<file path="config.mk">
export PLATFORM = sky130hd
export DESIGN_NAME = prescale_bank
export DESIGN_NICKNAME = d
export VERILOG_FILES = /design/src/rtl/prescale_bank_pkg.sv /design/src/rtl/prescale_chan.sv /design/src/rtl/prescale_bank.sv
export SDC_FILE = /design/constraint.sdc
export NUM_CORES = 1
export LEC_CHECK = 0
export ABC_CLOCK_PERIOD_IN_PS = 5980
export CAP_MARGIN = 20
export CORE_MARGIN = 5
export CORE_UTILIZATION = 60
export DETAILED_ROUTE_END_ITERATION = 16
export PLACE_DENSITY = 0.84
export REMOVE_ABC_BUFFERS = 1
export SLEW_MARGIN = 20
export SYNTH_ARGS = -nofsm -noshare
export SYNTH_HDL_FRONTEND = slang
export SYNTH_SLANG_ARGS = --single-unit
</file>
<file path="constraint.sdc">
create_clock -name clk -period 5.98 [get_ports clk]
set_input_delay 1.196 -clock clk [delete_from_list [all_inputs] [get_ports clk]]
set_output_delay 1.196 -clock clk [all_outputs]
set_load 0.1 [all_outputs]
</file>
<file path="src/rtl/prescale_bank_pkg.sv">
// Shared types for the prescaler bank: channel state encoding and mode encodings.
package prescale_bank_pkg;

    typedef enum logic [1:0] {
        StIdle = 2'b00,
        StRun  = 2'b01,
        StDone = 2'b10
    } chan_state_e;

    localparam logic [1:0] MODE_TOGGLE  = 2'b00;
    localparam logic [1:0] MODE_PULSE   = 2'b01;
    localparam logic [1:0] MODE_ONESHOT = 2'b10;

endpackage

</file>
<file path="src/rtl/prescale_chan.sv">
// One prescaler channel: counts 1..R and fires an event at terminal count as a
// toggled clock, a repeating tick or a single tick, with shadowed ratio reloads.
module prescale_chan
    import prescale_bank_pkg::*;
#(
    parameter int unsigned CNT_W       = 8,
    parameter int unsigned DEFAULT_DIV = 1
) (
    input  logic             clk,
    input  logic             rst_n,
    input  logic             en,
    input  logic [1:0]       mode,
    input  logic [CNT_W-1:0] div,
    input  logic             load,
    output logic             wclk,
    output logic             tick,
    output logic             busy,
    output logic             done
);

    chan_state_e      state_q, state_d;
    logic [CNT_W-1:0] cnt_q, cnt_d;
    logic [CNT_W-1:0] ratio_q, ratio_d;
    logic [CNT_W-1:0] shadow_q, shadow_d;
    logic [1:0]       mode_q, mode_d;
    logic             wclk_q, wclk_d;
    logic             tick_q, tick_d;
    logic             tc;

    // Count never passes the ratio, so R of 0 or 1 gives a terminal count every cycle.
    assign tc = !(cnt_q < ratio_q);

    always_comb begin
        state_d  = state_q;
        cnt_d    = cnt_q;
        ratio_d  = ratio_q;
        shadow_d = shadow_q;
        mode_d   = mode_q;
        wclk_d   = wclk_q;
        tick_d   = 1'b0;

        if (load) shadow_d = div;

        unique case (state_q)
            StIdle: begin
                cnt_d  = CNT_W'(1);
                wclk_d = 1'b0;
                if (load) ratio_d = div;
                if (en) begin
                    mode_d  = mode;
                    state_d = StRun;
                end
            end
            StRun: begin
                if (!en) begin
                    state_d = StIdle;
                    cnt_d   = CNT_W'(1);
                    wclk_d  = 1'b0;
                end else if (tc) begin
                    cnt_d = CNT_W'(1);
                    // Ratio only moves at a period boundary; a coincident load wins.
                    ratio_d = load ? div : shadow_q;
                    case (mode_q)
                        MODE_TOGGLE:  wclk_d = ~wclk_q;
                        MODE_ONESHOT: begin
                            tick_d  = 1'b1;
                            state_d = StDone;
                        end
                        default:      tick_d = 1'b1;
                    endcase
                end else begin
                    cnt_d = cnt_q + CNT_W'(1);
                end
            end
            StDone: begin
                if (load) ratio_d = div;
                if (!en) begin
                    state_d = StIdle;
                    cnt_d   = CNT_W'(1);
                end
            end
            default: state_d = StIdle;
        endcase
    end

    always_ff @(posedge clk or negedge rst_n) begin
        if (!rst_n) begin
            state_q  <= StIdle;
            cnt_q    <= CNT_W'(1);
            ratio_q  <= CNT_W'(DEFAULT_DIV);
            shadow_q <= CNT_W'(DEFAULT_DIV);
            mode_q   <= MODE_TOGGLE;
            wclk_q   <= 1'b0;
            tick_q   <= 1'b0;
        end else begin
            state_q  <= state_d;
            cnt_q    <= cnt_d;
            ratio_q  <= ratio_d;
            shadow_q <= shadow_d;
            mode_q   <= mode_d;
            wclk_q   <= wclk_d;
            tick_q   <= tick_d;
        end
    end

    assign wclk = wclk_q;
    assign tick = tick_q;
    assign busy = (state_q == StRun);
    assign done = (state_q == StDone);

endmodule

</file>
<file path="src/rtl/prescale_bank.sv">
// Bank of NCH independent prescaler channels sharing one clock and reset.
module prescale_bank
    import prescale_bank_pkg::*;
#(
    parameter int unsigned NCH         = 2,
    parameter int unsigned CNT_W       = 8,
    parameter int unsigned DEFAULT_DIV = 1
) (
    input  logic                 clk,
    input  logic                 rst_n,
    input  logic [NCH-1:0]       en,
    input  logic [2*NCH-1:0]     mode,
    input  logic [NCH*CNT_W-1:0] div,
    input  logic [NCH-1:0]       load,
    output logic [NCH-1:0]       wclk,
    output logic [NCH-1:0]       tick,
    output logic [NCH-1:0]       busy,
    output logic [NCH-1:0]       done
);

    for (genvar i = 0; i < NCH; i++) begin : g_chan
        prescale_chan #(
            .CNT_W      (CNT_W),
            .DEFAULT_DIV(DEFAULT_DIV)
        ) u_chan (
            .clk  (clk),
            .rst_n(rst_n),
            .en   (en[i]),
            .mode (mode[2*i +: 2]),
            .div  (div[i*CNT_W +: CNT_W]),
            .load (load[i]),
            .wclk (wclk[i]),
            .tick (tick[i]),
            .busy (busy[i]),
            .done (done[i])
        );
    end

endmodule

</file>
==> results.yml <==
floorplanning:
  core_um2: 5200
  fp-row-count: 26
  die_h_um: 83.7
  die_width_um: 83.7
  ios: 34
  die_area_um2: 7000
  start_util_pct: 62.6
global_routing:
  grt_max_degree: 61
  grt_pass1_vias: 2570
  gr-total-overflow: 0
  antenna_found_initial: 0
  grt_pass1_wl_mm: 11.6
  grtUsageTotal_pct: 20.2
setup_path:
  reg2reg_setup_slack_ns: 3.64
  r2r-end: "g_chan[1].u_chan.ratio_q[2]"
  cp_cell_sequence: "inv_1 > nor2_1 > clkdlybuf4s50_1"
  crit_path_max_fanout: 10
  crit_arrival_ns: 2.32
  r2r_start: "g_chan[1].u_chan.cnt_q[5]"
  worstSetupEndpoint: "busy[0]"
  cp-end-kind: "output port"
  r2r_cells: 7
  cp.required_ns: 4.78
  crit_type: "flip-flop to output port"
  slowest_delay_ns: 1.14
  critPathLaunchType: "flip-flop"
  slowest_stage: "clkdlybuf4s50_1"
  worstSetupStartpoint: "g_chan[0].u_chan.state_q[0]"
outcome:
  status: "finished clean"
placed_design:
  port_buffers: 33
  dp_worst_setup_slack_ns: 2.86
  place_area_um2: 3550
  dp_hpwl_mm: 4.68
  place_congestion: 0.817
sta:
  worst_pin_slew_ns: 0.970
  hold_viol: 0
  max_slew_margin_pct: 35.1
  fin_crit_sh_pct: 58.8
  fin_ws_ns: 2.46
  tns_ns: 0
  rsz0062_at_grt: "no"
  setup_viol: 0
  finClkSkew_ns: 0.00571
  maxSlewViolCount: 0
  min_period_ns: 3.52
  fmaxAchievable_mhz: 284
final_layout:
  final_cell_area_um2: 3730
  multiInputGateArea_um2: 1510
  antenna_cells: 0
  drive_above_1_share_pct: 13.5
  nNetsFinal: 392
  syn2layout_area_growth_pct: 14.7
  fill_cells: 415
  seq_area_um2: 1510
worst_hold_path:
  hold_path.class: "flip-flop to flip-flop"
  holdCritStartpoint: "g_chan[0].u_chan.shadow_q[1]"
detailed_routing:
  drc: 0
  drt_iter0_drc: 128
  totalWireLength_mm: 6.54
  wl_per_cell_um: 15.4
  via_count: 2451
  ant_nets: 0
  avgViaCountPerCell: 5.77
  dr.pass1.iters: 5
cts:
  cts.repair.resized: 0
  cts_hold_buffers: 0
  clk_latency_ns: 0.33
  post_cts_buffers: 0
  cts_buffers: 9
  cts_tree: "built"
  clockBufferDepth: 2
  clkTransAtPathRegs_ns: 0.07
  clock-sinks: 60
  root_buffer: "clkbuf_8"
  h-tree-depth: 3
logic_synthesis:
  synth-seq-area-share_pct: 46.3
  synth_cells: 323
  synth_area_leaders: "dfrtp_1, ha_1, dfstp_2"
  syn_avg_cell_area_um2: 10.1
  async_flop_share_pct: 100
  ys_types: 44
  yosysTopAreaCellShare_pct: 41.5
  synth_ff_type: "dfrtp_1"
  synth_edf_count: 0
  ys_warn_count: 0
  netlist.top_cell.by_area: "dfrtp_1"
  syn_area_um2: 3260
  synth-seq-cells: 60
job:
  maxCapViolCount: 0
power:
  total_power_mw: 0.949
  leakage_nw: 1.82
  vdd_ir_drop_max_uv: 192
  pwr_density_cell_nw_per_um2: 254
==> cell usage in the layout (no fill, tap or decap), types with 4 or more instances in the layout <==
master           instances
o221a_2                  4
nor3_1                  12
and3_1                   5
clkbuf_8                12
o32a_1                   4
dfstp_2                  6
dfrtp_1                 54
nor2_1                  30
a21o_1                   7
o21a_1                   7
clkdlybuf4s50_1         32
a211o_1                  6
nor3b_1                  4
nand2_1                 24
inv_1                   31
ha_1                    16
o21ai_0                 17
nand3_1                  8
a21oi_1                  8
mux2_2                  13
nor2b_1                  4
a221oi_1                 5
nand2b_1                 9
==> stage by stage <==
step                utilization, %  std cells  hold WS [ns]
floorplan                        -        305         0.443
global placement              68.3        409         0.456
detailed placement            68.3        409         0.461
CTS                           71.8        425         0.478
global route                  71.8        425         0.497
finish                        71.8        425         0.474
==> final cells by class <==
type	instances	area share, %
multi-input cells	214	40.4
clock inverters	1	0.134
clock buffers	15	4.72
repair buffers	34	8.91
well taps	70	2.35
flip-flops and latches	60	40.4
inverters	31	3.12
==> kinds of logic (layout without fill, tap and decap cells) <==
logic type,after synthesis,after routing,share of synthesized area (%)
AOI/OAI and AO/OA,75,75,18.3
and+or+nand+nor,106,106,16.2
buffers and inverters,49,81,7.38
muxes,15,15,5.11
xor gates and xnor gates,2,2,0.538
DFF,60,60,46.3
adders and majority gates,16,16,6.15
==> synth_stat cells, drive strengths merged (8+ instances only) <==
master	count
o21ai	20
buf	15
dfrtp	54
nor2	30
ha	16
nand2b	10
nand3	8
inv	31
nand2	24
nor3	12
mux2	13
a21oi	8
==> sequential cells by signal, summed over array words and instances (netlist names) <==
register	count
g_chan.u_chan.shadow_q	16
g_chan.u_chan.tick	2
g_chan.u_chan.state_q	4
g_chan.u_chan.ratio_q	16
g_chan.u_chan.mode_q	4
g_chan.u_chan.cnt_q	16
g_chan.u_chan.wclk	2
==> worst max-delay path, delay by kind of cell (launching register included) <==
kind,cells,cell delay [ns]
buffers and inverters,2,1.34
flip-flops,1,0.51
AND/OR/NAND/NOR,1,0.13
==> layer usage <==
layer,vias up,wire length [µm],part of all wire (%),GRT usage (%)
li1,1186,-,-,-
met1,1201,2760,42,24.6
met2,50,3390,52,34.9
met3,14,246,3.8,3.75
met4,0,135,2.1,8.77
met5,-,0,0,0
==> power by group <==
group          internal [mW]  leakage [nW]  switching [mW]
clock                  0.184        0.0937           0.151
combinational         0.0727         0.985          0.0730
sequential             0.443         0.739          0.0245
==> worst min path at each step <==
stage	end	slack (ns)	cells after the start
2_1_floorplan	g_chan[0].u_chan.shadow_q[1]	0.44	2
3_3_place_gp	g_chan[0].u_chan.shadow_q[4]	0.46	2
3_5_place_dp	g_chan[0].u_chan.shadow_q[1]	0.46	2
4_1_cts	g_chan[0].u_chan.shadow_q[4]	0.48	2
5_1_grt	g_chan[0].u_chan.shadow_q[1]	0.50	2
6_report	g_chan[0].u_chan.shadow_q[1]	0.47	2
Power figures use the tool's default switching activity.
